<file path="src/rtl/pill_feeder.sv">
// Feed sequencer ahead of the working counters: paced pill strobes, bottle-swap gaps,
// operator pause, and a terminal stop once the counters report finished.
module pill_feeder #(
   parameter int PULSE_PERIOD = 50,
   parameter int SWAP_CYCLES  = 200
) (
   input  logic       clk,
   input  logic       reset_n,
   input  logic       start,
   input  logic       pause,
   input  logic       finished,
   input  logic [7:0] pill_setting,
   output logic       en,
   output logic       pill_pulse,
   output logic       swapping,
   output logic       running,
   output logic       done
);

   localparam int PW = $clog2(PULSE_PERIOD);
   localparam int SW = (SWAP_CYCLES > 1) ? $clog2(SWAP_CYCLES) : 1;
   localparam logic [PW-1:0] PERIOD_LAST = PW'(PULSE_PERIOD - 1);
   localparam logic [SW-1:0] SWAP_LAST   = SW'(SWAP_CYCLES - 1);

   typedef enum logic [1:0] {
      S_IDLE = 2'd0,
      S_FEED = 2'd1,
      S_SWAP = 2'd2,
      S_DONE = 2'd3
   } state_t;

   state_t        state_q, state_d;
   logic [PW-1:0] period_q, period_d;
   logic [SW-1:0] swap_q, swap_d;
   logic [6:0]    quota_q, quota_d;
   logic [6:0]    count_q, count_d;

   logic [3:0]    tens_c, ones_c;
   logic [6:0]    quota_c;
   logic [6:0]    count_inc_c;
   logic          fire_c;
   logic          bottle_full_c;

   // BCD digits above 9 saturate to 9 before the quota is formed.
   always_comb begin
      tens_c  = (pill_setting[7:4] > 4'd9) ? 4'd9 : pill_setting[7:4];
      ones_c  = (pill_setting[3:0] > 4'd9) ? 4'd9 : pill_setting[3:0];
      quota_c = 7'(tens_c) * 7'd10 + 7'(ones_c);
   end

   // A pulse is suppressed by pause, by finished, and always when the quota is zero.
   always_comb begin
      count_inc_c   = count_q + 7'd1;
      fire_c        = (state_q == S_FEED) && !finished && !pause &&
                      (quota_q != 7'd0) && (period_q == PERIOD_LAST);
      bottle_full_c = fire_c && (count_inc_c == quota_q);
   end

   always_ff @(posedge clk or negedge reset_n) begin
      if (!reset_n) begin
         state_q  <= S_IDLE;
         period_q <= '0;
         swap_q   <= '0;
         quota_q  <= '0;
         count_q  <= '0;
      end else begin
         state_q  <= state_d;
         period_q <= period_d;
         swap_q   <= swap_d;
         quota_q  <= quota_d;
         count_q  <= count_d;
      end
   end

   always_comb begin
      state_d  = state_q;
      period_d = period_q;
      swap_d   = swap_q;
      quota_d  = quota_q;
      count_d  = count_q;
      case (state_q)
         S_IDLE: begin
            if (start) begin
               state_d  = S_FEED;
               quota_d  = quota_c;
               period_d = '0;
               count_d  = '0;
            end
         end
         S_FEED: begin
            if (finished) begin
               state_d = S_DONE;
            end else if (!pause) begin
               if (period_q == PERIOD_LAST) begin
                  period_d = '0;
               end else begin
                  period_d = period_q + 1'b1;
               end
               if (fire_c) begin
                  count_d = count_inc_c;
               end
               if (bottle_full_c) begin
                  state_d = S_SWAP;
                  count_d = '0;
                  swap_d  = '0;
               end
            end
         end
         S_SWAP: begin
            if (finished) begin
               state_d = S_DONE;
            end else if (!pause) begin
               if (swap_q == SWAP_LAST) begin
                  state_d  = S_FEED;
                  period_d = '0;
               end else begin
                  swap_d = swap_q + 1'b1;
               end
            end
         end
         S_DONE: begin
            state_d = S_DONE;
         end
         default: begin
            state_d = S_IDLE;
         end
      endcase
   end

   // en stays high in DONE so the counters keep presenting a valid finished.
   always_comb begin
      en         = 1'b0;
      running    = 1'b0;
      swapping   = 1'b0;
      done       = 1'b0;
      pill_pulse = 1'b0;
      case (state_q)
         S_FEED: begin
            en         = 1'b1;
            running    = 1'b1;
            pill_pulse = fire_c;
         end
         S_SWAP: begin
            en       = 1'b1;
            swapping = 1'b1;
         end
         S_DONE: begin
            en   = 1'b1;
            done = 1'b1;
         end
         default: begin
            en = 1'b0;
         end
      endcase
   end

endmodule

</file>
<file path="config.mk">
export PLATFORM = sky130hd
export DESIGN_NAME = pill_feeder
export DESIGN_NICKNAME = d
export VERILOG_FILES = /design/src/rtl/pill_feeder.sv
export SDC_FILE = /design/constraint.sdc
export NUM_CORES = 1
export LEC_CHECK = 0
export ABC_CLOCK_PERIOD_IN_PS = 1900
export CORE_ASPECT_RATIO = 1.5
export CORE_MARGIN = 5
export CORE_UTILIZATION = 52
export CTS_CLUSTER_SIZE = 14
export DETAILED_ROUTE_END_ITERATION = 8
export GPL_ROUTABILITY_DRIVEN = 0
export PLACE_DENSITY = 0.76
export SLEW_MARGIN = 10
export SYNTH_ARGS = -nofsm -noshare
export SYNTH_HDL_FRONTEND = slang
export SYNTH_SLANG_ARGS = --single-unit
export TNS_END_PERCENT = 100
</file>
<file path="constraint.sdc">
create_clock -name clk -period 1.9 [get_ports clk]
set_input_delay 0.38 -clock clk [delete_from_list [all_inputs] [get_ports clk]]
set_output_delay 0.38 -clock clk [all_outputs]
set_load 0.01 [all_outputs]
</file>
### Word level (Yosys, flattened, before mapping)

Index checks and enable logic that the tools add are counted.

* logic and storage cells: 85
* input bits: 13
* register bits: 30
* output and inout bits: 5

* reductions and logical operators: 18
* add/subtract/negate cells: 4
* order comparisons: 2
* mux-type cells: 36
* multipliers: 1
* eq/ne operators: 19

Operator list (count)
* $mux 8: 6
* $mux 6: 7
* $mux 7: 5
* $pmux 6 s3: 1
* $ne 2x2->1 const B: 8
* $pmux 8 s2: 1
* $ne 3x3->1 const B: 5
* $mux 2: 7
* $pmux 7 s2: 1
* $reduce_and 7->1: 2
* $reduce_and 5->1: 2
* $add 8x1->8 const B: 1
* $eq 8x8->1 const B: 1
* $gt 4x4->1 const B: 2
* $mux 4: 2
* $pmux 2 s4: 1
* $add 7x1->7 const B: 1
* $add 7x4->7: 1
* $eq 7x7->1: 1
* $reduce_bool 7->1: 1
* $add 6x1->6 const B: 1
* $eq 6x6->1 const B: 1
* $mul 4x3->6 const B: 1
* $logic_and 1x1->1: 5
* other kinds (9): 16

### Logic depth before layout (Yosys ltp)

* depth in word-level cells: 10
* mapped depth: 9
* depth with buffers taken out: 9

### Worst setup path after synthesis

Ideal clock, no wire load.

* path kind: input-to-reg
* start: input pill_setting[6]
* end: register quota_q[6]
* arrival time: 2054 ps
* path slack: -223 ps
* library setup time: 68 ps
* stages: 9
* data required time: 1832 ps
* path buffers: 0
* path through: o21ai_0 nand2b_1 ha_1 ha_1 inv_1 fa_1 nand2b_1 or4_1 nand3_1

* word-level cells in the longest chain between the ends: 4

Ends and longest elaborated chain
* start, declared: RTL line 12 `input logic [7:0] pill_setting,`
* $gt 4x4->1: RTL line 46 `tens_c = (pill_setting[7:4] > 4'd9) ? 4'd9 : pill_setting[7:4];`
* $mux 4 (*): RTL line 46
* $mul 4x3->6 (*): RTL line 48 `quota_c = 7'(tens_c) * 7'd10 + 7'(ones_c);`
* $add 7x4->7 (*): RTL line 48
* end signal, assigned: RTL line 70 `quota_q <= quota_d;`
* end, declared: RTL line 35 `logic [6:0] quota_q, quota_d;`

Every way passes the cells marked *; elsewhere a longest branch is shown, timed or not.
A chain may end at the register's enable or synchronous reset.

### Worst setup path after layout

* start: register count_q[1]
* end: register state_q[1]

* word-level cells in the longest chain between the ends: 5

Ends and longest elaborated chain
* start, declared: RTL line 36 `logic [6:0] count_q, count_d;`
* start signal, assigned: RTL line 71 `count_q <= count_d;`
* $add 7x1->7: RTL line 53 `count_inc_c = count_q + 7'd1;`
* $eq 7x7->1: RTL line 56 `bottle_full_c = fire_c && (count_inc_c == quota_q);`
* $logic_and 1x1->1: RTL line 56
* $ne 3x3->1 (no source line)
* $reduce_and 5->1 (no source line)
* end signal, assigned: RTL line 67 `state_q <= state_d;`
* end, declared: RTL line 32 `state_t state_q, state_d;`

No other way between the ends.

==> report_table.html <==
<table>
<tr><th>Metric</th><th>Value</th></tr>
<tr><th colspan="2">Route</th></tr>
<tr><td>Number of DRC markers in iteration 0</td><td>71</td></tr>
<tr><td>Number of detailed-route iterations in the first pass</td><td>4</td></tr>
<tr><td>Antenna viol nets, final</td><td>0</td></tr>
<tr><td>Final Routed Wirelength</td><td>~6000 um</td></tr>
<tr><td>Avg WL per Cell</td><td>about 17 um</td></tr>
<tr><td>Met3 wire length</td><td>between 150 and 200 um</td></tr>
<tr><td>Max layer used</td><td>met4</td></tr>
<tr><td>Met2 wire length</td><td>between 3000 and 4000 um</td></tr>
<tr><td>Count of unresolved DRC violations after routing</td><td>0</td></tr>
<tr><td>Wl on met1</td><td>approximately 2200 um</td></tr>
<tr><td>Detailed-route vias per instance</td><td>around 5.8</td></tr>
<tr><td>Routed vias</td><td>around 2,100</td></tr>
<tr><th colspan="2">Timing</th></tr>
<tr><td>Max-slew violation total from the final report</td><td>0</td></tr>
<tr><td>Peak Freq</td><td>between 0.4 and 0.5 GHz</td></tr>
<tr><td>RSZ-0062 raised after global routing</td><td>true</td></tr>
<tr><td>Final Skew</td><td>~0.0038 ns</td></tr>
<tr><td>Smallest setup slack after layout</td><td>-0.138 ns</td></tr>
<tr><td>Final Critical Period</td><td>about 2 ns</td></tr>
<tr><td>Final hold violations</td><td>0</td></tr>
<tr><td>Setup Viol. Count Final</td><td>18</td></tr>
<tr><td>Share of the clock period used by the worst path after layout</td><td>107%</td></tr>
<tr><th colspan="2">Run status</th></tr>
<tr><td>Violated checks</td><td>setup timing</td></tr>
<tr><td>Result of the run</td><td>finished, violations left</td></tr>
<tr><th colspan="2">Worst setup path</th></tr>
<tr><td>Maximum fanout along the worst path</td><td>6</td></tr>
<tr><td>Sort of element at the start of the critical path</td><td>flop</td></tr>
<tr><td>Critical path cell sequence</td><td>ha_4 &gt; xor2_2 &gt; a211oi_2 &gt; o311ai_4 &gt; buf_6 &gt; nor3_4 &gt; buf_6 &gt; o31a_1</td></tr>
<tr><td>Reg2Reg Depth</td><td>8</td></tr>
<tr><td>Crit path DAT</td><td>approximately 2.3 ns</td></tr>
<tr><td>Category of the worst setup path capture point</td><td>flop</td></tr>
<tr><td>Crit-path max cell delay</td><td>just over 0.4 ns</td></tr>
<tr><td>Type of the worst setup path</td><td>flop to flop</td></tr>
<tr><td>CP most frequent cell</td><td>sky130_fd_sc_hd__buf_6</td></tr>
<tr><td>Cell at the slowest stage of the critical path</td><td>sky130_fd_sc_hd__dfrtp_1</td></tr>
<tr><td>Required time of the critical path</td><td>around 2.1 ns</td></tr>
<tr><th colspan="2">Clock network</th></tr>
<tr><td>Clock-pin transition on the worst setup and hold timing paths</td><td>around 0.070 ns</td></tr>
<tr><td>Clock tree from TritonCTS</td><td>done</td></tr>
<tr><td>Later-pin clock latency in the skew report</td><td>a little under 0.3 ns</td></tr>
<tr><td>Number of clock sinks</td><td>30</td></tr>
<tr><td>CTS root buf</td><td>sky130_fd_sc_hd__clkbuf_8</td></tr>
<tr><td>Clock tree buffer depth</td><td>2</td></tr>
<tr><td>H-tree lvl count</td><td>2</td></tr>
<tr><td>Number of clock buffers inserted by TritonCTS</td><td>5</td></tr>
<tr><th colspan="2">Layout</th></tr>
<tr><td>Diode count</td><td>0</td></tr>
<tr><td>Filler cell count in the final layout</td><td>249</td></tr>
<tr><td>Layout cell share with drive strength beyond 1</td><td>about two fifths</td></tr>
<tr><td>Area used by multi-input combinational logic</td><td>approximately 0.0015 mm^2</td></tr>
<tr><td>Leading cell type in the layout, fill and taps excluded</td><td>sky130_fd_sc_hd__buf_4</td></tr>
<tr><td>Most frequent cells in the layout</td><td>sky130_fd_sc_hd__buf_4, sky130_fd_sc_hd__dfrtp_1, sky130_fd_sc_hd__nand2_1</td></tr>
<tr><td>Layout Area Growth over Synthesis</td><td>46.3%</td></tr>
<tr><td>Count of nets after finishing</td><td>about 330</td></tr>
<tr><td>Storage cell area</td><td>about 750 um^2</td></tr>
<tr><th colspan="2">Floorplan</th></tr>
<tr><td>Floorplan core area</td><td>~0.0040 mm^2</td></tr>
<tr><td>Die Footprint</td><td>0.00553 mm^2</td></tr>
<tr><td># rows</td><td>28</td></tr>
<tr><td>Starting density of the core</td><td>around 54%</td></tr>
<tr><td>Width of the die</td><td>62.4 um</td></tr>
<tr><td>Height of the die</td><td>88.6 um</td></tr>
<tr><td>Top Ports</td><td>18</td></tr>
<tr><th colspan="2">Synthesis</th></tr>
<tr><td>Post-Synthesis Net Count</td><td>253</td></tr>
<tr><td>Post-synthesis sequential element count</td><td>30</td></tr>
<tr><td>Count of synthesis-stage warnings from yosys</td><td>0</td></tr>
<tr><td>Leading register cell type out of synthesis</td><td>sky130_fd_sc_hd__dfrtp_1</td></tr>
<tr><td>Sequential cell area fraction in the yosys report</td><td>a little over a third</td></tr>
<tr><td>Number of distinct library cells after synthesis</td><td>63</td></tr>
<tr><td>Synthesized area divided by synthesized cell count</td><td>between 9 and 10 um^2</td></tr>
<tr><td>Count of flip-flops with a built-in enable after synthesis</td><td>0</td></tr>
<tr><td>Share of flip-flops with an asynchronous set or reset</td><td>between 90% and 100%</td></tr>
<tr><td>Mapped Area</td><td>approximately 0.0021 mm^2</td></tr>
<tr><td>Synthesized instance count</td><td>between 200 and 250</td></tr>
<tr><th colspan="2">Global route</th></tr>
<tr><td>Wire length of the first global-routing pass</td><td>9600 um</td></tr>
<tr><td>Number of antenna violations at the first check in global routing</td><td>0</td></tr>
<tr><td>Vias in the first global route</td><td>2,113</td></tr>
<tr><td>Global route overflow</td><td>0</td></tr>
<tr><td>Pin count of the biggest net entering global routing</td><td>31</td></tr>
<tr><td>Total routing usage reported by global routing</td><td>21.7%</td></tr>
<tr><th colspan="2">Power and ir drop</th></tr>
<tr><td>Max rail drop VDD</td><td>between 0.5 and 0.6 mV</td></tr>
<tr><td>Overall power consumption</td><td>about 0.0014 W</td></tr>
<tr><td>Power density normalized to cell area</td><td>about 450 mW/mm^2</td></tr>
<tr><td>Leakage power figure</td><td>roughly 1.4 nW</td></tr>
<tr><th colspan="2">Min path</th></tr>
<tr><td>Worst min path class</td><td>input port to async pin</td></tr>
<tr><th colspan="2">Place</th></tr>
<tr><td>Half-perimeter wire length after detailed placement</td><td>3820 um</td></tr>
<tr><td>Placement Setup Slack</td><td>-0.780 ns</td></tr>
<tr><td>Number of port buffers</td><td>17</td></tr>
<tr><th colspan="2">Run</th></tr>
<tr><td>Max-cap violations</td><td>0</td></tr>
</table>
-- sequential cells by signal, indices dropped and copies added (netlist names) --
register  count
swap_q        8
count_q       7
quota_q       7
period_q      6
state_q       2
-- path summary, 6_finish.rpt --
check / from / slack, ns / end
max in group asynchronous: reset_n / 1.13 / count_q[1]$_DFFE_PN0P_
max: count_q[1]$_DFFE_PN0P_ / -0.14 / state_q[1]$_DFFE_PN0P_
max reg2reg: count_q[1]$_DFFE_PN0P_ / -0.14 / state_q[1]$_DFFE_PN0P_
min in group clk: quota_q[2]$_DFFE_PN0P_ / 0.53 / quota_q[2]$_DFFE_PN0P_
min reg2reg: quota_q[2]$_DFFE_PN0P_ / 0.53 / quota_q[2]$_DFFE_PN0P_
min: reset_n / 0.49 / period_q[0]$_DFFE_PN0P_
-- synth_stat cells, types with 3 or more instances --
| cell | instances | area (um^2) |
|---|---|---|
| sky130_fd_sc_hd__nand3_1 | 7 | 35.0 |
| sky130_fd_sc_hd__nand4_1 | 4 | 25.0 |
| sky130_fd_sc_hd__and2_1 | 4 | 25.0 |
| sky130_fd_sc_hd__nand2_1 | 23 | 86.3 |
| sky130_fd_sc_hd__inv_1 | 8 | 30.0 |
| sky130_fd_sc_hd__a21oi_1 | 5 | 25.0 |
| sky130_fd_sc_hd__xnor2_1 | 9 | 78.8 |
| sky130_fd_sc_hd__and3_1 | 6 | 37.5 |
| sky130_fd_sc_hd__nor2b_1 | 7 | 43.8 |
| sky130_fd_sc_hd__xor2_1 | 8 | 70.1 |
| sky130_fd_sc_hd__o21ai_1 | 3 | 15.0 |
| sky130_fd_sc_hd__o21ai_0 | 17 | 85.1 |
| sky130_fd_sc_hd__nor2_1 | 15 | 56.3 |
| sky130_fd_sc_hd__nand2b_1 | 7 | 43.8 |
| sky130_fd_sc_hd__ha_1 | 9 | 113 |
| sky130_fd_sc_hd__a22oi_1 | 3 | 22.5 |
| sky130_fd_sc_hd__nor3_1 | 5 | 25.0 |
| sky130_fd_sc_hd__o311ai_1 | 4 | 35.0 |
| sky130_fd_sc_hd__or2_2 | 3 | 18.8 |
| sky130_fd_sc_hd__dfrtp_1 | 30 | 751 |
| sky130_fd_sc_hd__o31ai_2 | 3 | 37.5 |
-- cell families (layout without fill, tap and decap cells) --
| logic type | Yosys count | in the layout | synth area share, % |
|---|---|---|---|
| flip-flops | 30 | 30 | 35.0 |
| adder cells (fa/ha/maj) | 11 | 11 | 6.66 |
| AO/OA/AOI/OAI | 58 | 58 | 21.3 |
| XOR/XNOR | 17 | 17 | 6.95 |
| other | 1 | 1 | 0.175 |
| buffers and inverters | 15 | 96 | 3.33 |
| AND/OR/NAND/NOR | 97 | 97 | 26.1 |
| multiplexers | 1 | 1 | 0.526 |
-- critical path: cells and delay by family (launching register included) --
kind | cells | cell delay [ns]
compound gates | 3 | 0.60
flops | 1 | 0.41
buf+inv | 2 | 0.35
fa+ha+maj | 1 | 0.26
simple gates | 1 | 0.21
xor+xnor | 1 | 0.14
-- area by class of cell --
type                       count  share of cell area [%]
tap                           45                    1.80
inverter                       8                    1.08
clock inverter                 2                   0.399
multi-input combinational    185                    49.0
sequential                    30                    24.0
clock buffer                   6                    2.64
timing repair buffer          80                    21.1
-- timing repair --
item,CTS,global route
hold endpoints to repair,0,0
endpoints found under the setup margin,25,26
gates resized for setup,61,17
cloned,1,0
pin swaps,19,15
buffers inserted,3,6
hold buffers,0,0
-- per-stage QoR --
| step | util (%) | std cells | setup TNS, ns | hold WS, ns | instance area [um^2] |
|---|---|---|---|---|---|
| after CTS | 76.3 | 350 | -1.17 | 0.503 | 3020 |
| after global placement | 69.3 | 339 | -7.45 | 0.498 | 2750 |
| after floorplan | - | 230 | -0.0267 | 0.0844 | 2150 |
| final | 79.1 | 356 | -1.85 | 0.487 | 3130 |
| after detailed placement | 69.3 | 339 | -9.02 | 0.510 | 2750 |
| after global routing | 79.1 | 356 | -3.81 | 0.523 | 3130 |
-- layer usage --
layer | global-route usage [%] | vias to the layer above
met5 | 0 | -
met4 | 9.85 | 0
met3 | 3.81 | 16
met2 | 41.8 | 53
met1 | 22.7 | 992
li1 | - | 998
-- power breakdown --
group	switching [W]	internal [W]
sequential	0.00000110	0.000640
clock	0.000262	0.000291
combinational	0.0000906	0.000119
total	0.000354	0.00105
No activity file was read; power rests on OpenSTA's default activity.
